<file path="src/rtl/riscv_pipe_pkg.sv">
`default_nettype none
// ============================================================================
// Module      : riscv_pipe_pkg
// Description : Shared encodings for the pipeline hazard logic: hazard FSM
//               states, forward-select codes and the load result source.
// Revision    : 1.0 - initial release
// ============================================================================
package riscv_pipe_pkg;

    typedef enum logic [1:0] {
        ST_RUN     = 2'd0,
        ST_LDSTALL = 2'd1,
        ST_REDIR   = 2'd2
    } hzState_t;

    localparam logic [1:0] FWD_RF   = 2'b00;
    localparam logic [1:0] FWD_W    = 2'b01;
    localparam logic [1:0] FWD_M    = 2'b10;
    localparam logic [1:0] RES_LOAD = 2'b01;

    // Operand source for one Execute-stage register; Memory beats Writeback, x0 never forwards
    function automatic logic [1:0] fwdSel(
        input logic       regWriteM,
        input logic [4:0] rdM,
        input logic       regWriteW,
        input logic [4:0] rdW,
        input logic [4:0] rsE
    );
        if (regWriteM && (rdM != 5'd0) && (rdM == rsE))
            return FWD_M;
        else if (regWriteW && (rdW != 5'd0) && (rdW == rsE))
            return FWD_W;
        else
            return FWD_RF;
    endfunction

endpackage
`default_nettype wire

</file>
<file path="src/rtl/hazard_unit_sat_counter.sv">
`default_nettype none
// ============================================================================
// Module      : sat_counter
// Description : 16-bit saturating event counter with synchronous
//               active-low clear.
// Revision    : 1.0 - initial release
// ============================================================================
module sat_counter (
    input  logic        Clk,
    input  logic        ClrN,
    input  logic        En,
    output logic [15:0] Count
);

    localparam logic [15:0] C_MAX = 16'hFFFF;

    logic [15:0] rCount;

    // Count enabled cycles, holding at the maximum instead of wrapping
    always_ff @(posedge Clk) begin
        if (!ClrN)
            rCount <= 16'd0;
        else if (En && (rCount != C_MAX))
            rCount <= rCount + 16'd1;
    end

    assign Count = rCount;

endmodule
`default_nettype wire

</file>
<file path="src/rtl/hazard_unit.sv">
`default_nettype none
// ============================================================================
// Module      : hazard_unit
// Description : Five-stage pipeline hazard control: operand forwarding,
//               load-use stall, branch/jalr redirect flushes and
//               stall/flush performance counters.
// Revision    : 1.0 - initial release
// ============================================================================
module hazard_unit
    import riscv_pipe_pkg::*;
(
    input  logic        Clk,
    input  logic        RstN,
    input  logic [4:0]  Rs1D,
    input  logic [4:0]  Rs2D,
    input  logic [4:0]  Rs1E,
    input  logic [4:0]  Rs2E,
    input  logic [4:0]  RdE,
    input  logic [1:0]  ResSrcE,
    input  logic        PCSrcE,
    input  logic        RegWriteM,
    input  logic        JalrM,
    input  logic [4:0]  RdM,
    input  logic        RegWriteW,
    input  logic [4:0]  RdW,
    output logic        StallF,
    output logic        StallD,
    output logic        FlushD,
    output logic        FlushE,
    output logic [1:0]  ForwardAE,
    output logic [1:0]  ForwardBE,
    output logic [15:0] StallCnt,
    output logic [15:0] FlushCnt
);

    hzState_t rState;
    hzState_t wNextState;
    logic     wLoadUse;

    assign wLoadUse = (ResSrcE == RES_LOAD) && (RdE != 5'd0) &&
                      ((RdE == Rs1D) || (RdE == Rs2D));

    // Forward selects; forced to the register file while held in reset
    always_comb begin
        ForwardAE = FWD_RF;
        ForwardBE = FWD_RF;
        if (RstN) begin
            ForwardAE = fwdSel(RegWriteM, RdM, RegWriteW, RdW, Rs1E);
            ForwardBE = fwdSel(RegWriteM, RdM, RegWriteW, RdW, Rs2E);
        end
    end

    // Stall/flush decode and next state; a redirect always outranks a stall
    always_comb begin
        StallF     = 1'b0;
        StallD     = 1'b0;
        FlushD     = 1'b0;
        FlushE     = 1'b0;
        wNextState = ST_RUN;
        if (!RstN) begin
            FlushD = 1'b1;
            FlushE = 1'b1;
        end else begin
            case (rState)
                ST_RUN, ST_LDSTALL: begin
                    if (JalrM) begin
                        FlushD     = 1'b1;
                        FlushE     = 1'b1;
                        wNextState = ST_REDIR;
                    end else if (PCSrcE) begin
                        FlushD = 1'b1;
                        FlushE = 1'b1;
                    end else if (wLoadUse && (rState == ST_RUN)) begin
                        // Only one bubble per load: LDSTALL never re-stalls
                        StallF     = 1'b1;
                        StallD     = 1'b1;
                        FlushE     = 1'b1;
                        wNextState = ST_LDSTALL;
                    end
                end
                ST_REDIR: begin
                    // Second wrong-path slot after a jalr resolved in Memory
                    FlushD = 1'b1;
                    if (JalrM) begin
                        FlushE     = 1'b1;
                        wNextState = ST_REDIR;
                    end
                end
                default: wNextState = ST_RUN;
            endcase
        end
    end

    // Hazard FSM state register
    always_ff @(posedge Clk) begin
        if (!RstN)
            rState <= ST_RUN;
        else
            rState <= wNextState;
    end

    sat_counter uStallCnt (
        .Clk   (Clk),
        .ClrN  (RstN),
        .En    (StallF),
        .Count (StallCnt)
    );

    sat_counter uFlushCnt (
        .Clk   (Clk),
        .ClrN  (RstN),
        .En    (FlushE),
        .Count (FlushCnt)
    );

endmodule
`default_nettype wire
</file>
<file path="config.mk">
export PLATFORM = sky130hd
export DESIGN_NAME = hazard_unit
export DESIGN_NICKNAME = d
export VERILOG_FILES = /design/src/rtl/riscv_pipe_pkg.sv /design/src/rtl/hazard_unit_sat_counter.sv /design/src/rtl/hazard_unit.sv
export SDC_FILE = /design/constraint.sdc
export NUM_CORES = 1
export LEC_CHECK = 0
export CAP_MARGIN = 20
export CORE_MARGIN = 3
export CORE_UTILIZATION = 48
export CTS_CLUSTER_SIZE = 10
export DETAILED_ROUTE_END_ITERATION = 16
export PLACE_DENSITY = 0.86
export SYNTH_ARGS = -nofsm -noshare
export SYNTH_HDL_FRONTEND = slang
export SYNTH_HIERARCHICAL = 1
export SYNTH_SLANG_ARGS = --single-unit
</file>
<file path="constraint.sdc">
create_clock -name Clk -period 4.2 [get_ports Clk]
set_input_delay 0.84 -clock Clk [delete_from_list [all_inputs] [get_ports Clk]]
set_output_delay 0.84 -clock Clk [all_outputs]
set_load 0.01 [all_outputs]
</file>
### Word level (Yosys, flattened, before mapping)

Index checks and enable logic that the tools add are counted.

| storage, ports and cells | value |
|---|---|
| flip-flop bits (word level) | 34 |
| input bits | 43 |

| operators by class | value |
|---|---|
| add/subtract/negate cells | 2 |
| equal/unequal tests | 11 |
| mux-type cells | 25 |
| reductions and logical operators | 17 |

Operator list:

| operator | number |
|---|---|
| 16-bit by 1-bit adder with 16-bit output (second input constant) | 2 |
| 16-bit != test (second input constant) | 2 |
| 5-bit equality test | 6 |
| 1-bit 2-to-1 mux | 16 |
| 5-bit nonzero test | 3 |
| 2-bit 2-to-1 mux | 6 |
| 1-bit logical AND | 11 |
| 2-bit by 1-bit equality test with 1-bit output (second input constant) | 2 |
| 1-bit case mux with 2 select lines | 2 |
| 2-bit case mux with 2 select lines | 1 |
| 2-bit equality test (second input constant) | 1 |
| 2-bit zero test | 1 |
| 2-bit OR reduction | 1 |
| 1-bit logical OR | 1 |

### Longest topological paths before layout

Gate-level depths: netlist of the first run.

| depth | value |
|---|---|
| depth in word-level cells | 10 |
| mapped depth | 8 |
| gate-level depth less buffers | 8 |

### Hierarchy

Netlist of the first run, hierarchy kept.

Modules (own cells, without submodules):

| module | instances | cells an instance | area an instance (um^2) | sequential area each (um^2) |
|---|---|---|---|---|
| sat_counter | 2 | 97 | 837.1 | 320.3 |
| hazard_unit | 1 | 68 | 518.0 | 40.0 |

### Worst setup path before layout of the first run

OpenSTA, ideal clock, no wires.

| timing path | value |
|---|---|
| kind | input port to output port |
| from | input RdE[2] |
| to | output StallF |
| arrival | 2.213 ns |
| data required time | 3.360 ns |
| setup slack | 1.147 ns |
| stages | 5 |
| path through | xor2_1 -> nor3_1 -> a22oi_1 -> nor3_1 -> buf_4 |

| on the way | value |
|---|---|
| longest elaborated chain between the ends | 9 |
| elaborated cells on any way between the ends | 12 |
| those cells by class | 2 x eq/ne; 5 x mux; 5 x reduce/logical |

RTL lines:

| element | line | source |
|---|---|---|
| start: declaration | hazard_unit.sv:18 | `input logic [4:0] RdE,` |
| 5-bit equality test / 5-bit nonzero test (equally long branches) | hazard_unit.sv:41, hazard_unit.sv:40 |  |
| 1-bit logical OR / 1-bit logical AND (equally long branches) | hazard_unit.sv:41, hazard_unit.sv:40 |  |
| 1-bit logical AND * | hazard_unit.sv:40 | `assign wLoadUse = (ResSrcE == RES_LOAD) && (RdE != 5'd0) &&` |
| 1-bit logical AND * | hazard_unit.sv:73 | `end else if (wLoadUse && (rState == ST_RUN)) begin` |
| 1-bit 2-to-1 mux * (5 in a row) | -- |  |
| end: declaration | hazard_unit.sv:26 | `output logic StallF,` |

Mark *: on every way between the ends. The rest lies on a longest branch, timed or not.

### Worst setup path in the final report of the first run

| timing path | value |
|---|---|
| from | input RdM[2] |
| to | output ForwardBE[0] |

| on the way | value |
|---|---|
| longest elaborated chain between the ends | 5 |
| elaborated cells on any way between the ends | 6 |
| those cells by class | 1 x eq/ne; 2 x mux; 3 x reduce/logical |

RTL lines:

| element | line | source |
|---|---|---|
| start: declaration | hazard_unit.sv:23 | `input logic [4:0] RdM,` |
| 5-bit nonzero test | riscv_pipe_pkg.sv:29 | `if (regWriteM && (rdM != 5'd0) && (rdM == rsE))` |
| 1-bit logical AND | riscv_pipe_pkg.sv:29 |  |
| 1-bit logical AND * | riscv_pipe_pkg.sv:29 |  |
| 2-bit 2-to-1 mux * | riscv_pipe_pkg.sv:29 |  |
| 2-bit 2-to-1 mux * | hazard_unit.sv:47 | `if (RstN) begin` |
| end: declaration | hazard_unit.sv:31 | `output logic [1:0] ForwardBE,` |

Marked as above.

==> results of run 1 <==
worst max path at each step:
stage	endpoint	slack, ns	depth (start not counted)
floorplan	StallF	1.15	5
global placement	ForwardBE[0]	0.44	6
detailed placement	ForwardBE[0]	0.37	6
global route	ForwardBE[0]	0.28	6
finish	ForwardBE[0]	0.36	6
CTS	ForwardBE[0]	0.38	6
worst max-delay path, cell delays in order:
cell	delay, ns
clkdlybuf4s50_1	0.48
or4_1	0.56
o21ai_2	0.15
nor4_1	0.10
nor4_2	0.28
clkdlybuf4s50_1	0.59
state kept, by name (all words and copies together), names as in the netlist:
signal           flops
uFlushCnt/Count     16
uStallCnt/Count     16
rState               2
metrics by stage:
stage                     power, mW  cells  setup WS, ns  instance area (um^2)
after floorplan               0.378    262          1.15                  2190
after global placement        0.445    392         0.438                  3070
after detailed placement      0.447    393         0.372                  3080
after CTS                     0.671    400         0.376                  3150
after global routing          0.695    401         0.285                  3160
final                         0.665    401         0.363                  3160
report_power, final:
part           leakage [nW]  switching [mW]  internal (mW)
Clock                0.0438           0.115          0.111
Sequential            0.275         0.00413          0.326
Combinational         0.734          0.0453         0.0642
Yosys cell counts (all sizes together):
cell type  number
o41ai           2
nand3          15
nand2b          4
clkbuf          2
mux2i           6
or4            14
a21oi          18
o211ai          4
nor4           11
nor3b           2
xnor2          10
inv             9
o21ai          13
nor4b           1
nand3b          2
nor4bb          2
buf             3
nand4           8
xor2           24
nand2          22
o211a           2
ha              2
and2            3
a22oi           1
nor2           13
o31ai          10
o311ai          2
and4            6
nor3           11
dfxtp          34
or3             6
layer usage:
metal | vias to the layer above | GRT usage, % | wire [um]
li1 | 1169 | - | -
met1 | 1076 | 26.9 | 2370
met2 | 100 | 36.4 | 2780
met3 | 7 | 6.29 | 527
met4 | 0 | 8.25 | 73
met5 | - | 0 | 0
area by class of cell:
| class | instances | area, um^2 |
|---|---|---|
| inverter | 9 | 33.8 |
| multi-input combinational | 214 | 1450 |
| tap | 50 | 62.6 |
| clock inverter | 2 | 10.0 |
| fill | 338 | 1040 |
| clock buffer | 5 | 68.8 |
| sequential | 34 | 681 |
| timing repair buffer | 87 | 858 |
cells by family after synthesis:
group | synth area share [%]
AOI/OAI and AO/OA | 14.9
xor gates and xnor gates | 13.6
adders and majority gates | 1.14
buffers and inverters | 2.91
DFF | 31.1
muxes | 2.74
and+or+nand+nor | 33.7
==> results.yml, run 1 <==
clock_tree:
  cts_root_buf: "clkbuf_8"
  cts_sinks: 34
  ctsHoldBuffers: 0
  clk_latency_ns: 0.28
  cts_setup_buffers: 0
  cts_made_buffers: 5
  cts_tree: "built"
  cts_resized: 0
  cts_buffer_depth: 2
  clk_pin_slew_ns: 0.07
  htree_levels: 2
timing:
  hold_slack_ns: 0.523
  max_slew_margin_pct: 63.9
  worst_pin_slew_ns: 0.535
  hold_viol: 0
  fin_skew_ns: 0.00515
  rsz0062_at_grt: "no"
  setup_viol: 0
  final.period_utilization_pct: 91.4
  fin_crit_ns: 3.84
  final.setup.tns_ns: 0
  slew_viol_final: 0
  fmax_ghz: 0.261
routing:
  drtAntennaViolNets: 0
  viasPerCell: 5.87
  wirelength_um: 5750
  vias: 2352
  drt_iter0_drc: 129
  drcViolationCount: 0
  first_pass_iters: 4
  wl_per_cell_um: 14.3
floorplanning:
  die-area_um2: 5410
  start_util_pct: 52.2
  core_um2: 4200
  fp.dieH_um: 73.6
  rows: 23
  pin_count: 83
  die_w_um: 73.6
critical_path:
  reg2reg_to: "uStallCnt/Count[9]"
  crit_fanout: 3
  critPathLaunch: "RdM[2]"
  cp-end-kind: "primary output"
  start_kind: "input pin"
  crit_type: "input pin to primary output"
  critical_path_required_ns: 3.36
  regToRegSetupSlack_ns: 1.89
  crit_arrival_ns: 3.00
  r2r_cells: 7
  reg2reg_from: "rState[0]"
yosys:
  syn_area_um2: 2190
  syn_inst: 262
  yosysSeqAreaShare_pct: 31.1
  yosysTopAreaCellShare_pct: 31.1
  yosys_warnings: 6
  netlist.top_cell.by_area: "dfxtp_1"
  postSynthAreaPerCell_um2: 8.37
  ys_types: 36
  syn_nets: 307
  ys_ff_latch: 34
  synthTopCellsByArea: "dfxtp_1 (31%), xor2_1 (9.6%), or4_1 (4.8%)"
grt:
  grt_start_max_net_pins: 19
  grt_pass1_wl_um: 9570
  antenna_found_initial: 0
  grt_overflow: 0
  grt_pass1_vias: 2172
  gr-usage-all-layers_pct: 22.0
final_layout:
  nNetsFinal: 396
  layout_commonest_cell: "clkdlybuf4s50_1"
  area_growth_pct: 44.2
  antenna_cells: 0
  layout_common_cells: "clkdlybuf4s50_1 (82), dfxtp_1 (34), xor2_1 (24), nand2_1 (22), a21oi_1 (18)"
  final_core_util_pct: 75.3
  layout-drive-gt1-share_pct: 5.98
hold_path:
  hold-path-endpoint: "uFlushCnt/Count[11]"
  hold_start: "uFlushCnt/Count[11]"
  hold_depth: 2
  holdCritPathClass: "flop to flop"
placement:
  place_congestion: 0.827
  place.port_buffers: 82
  dp_hpwl_um: 4500
power_and_ir_drop:
  vdd_drop_max_mv: 0.143
  power_density_nw_per_um2: 210
  p_leak_nw: 1.05
job:
  cap_violations: 0
run_status:
  outcome: "finished, final reports clean"
Power figures use the tool's default switching activity.
==> inputs of run 2 (changes only) <==
Settings changed: CTS_CLUSTER_DIAMETER set to 80.
==> results of run 2 <==
Same layout as run 1: the final DEF is identical, and so are final timing and power.
==> inputs of run 3 (changes only) <==
Settings changed: CTS_CLUSTER_DIAMETER 80 to 60.
==> results of run 3 <==
Same layout as run 1: the final DEF is identical, and so are final timing and power.
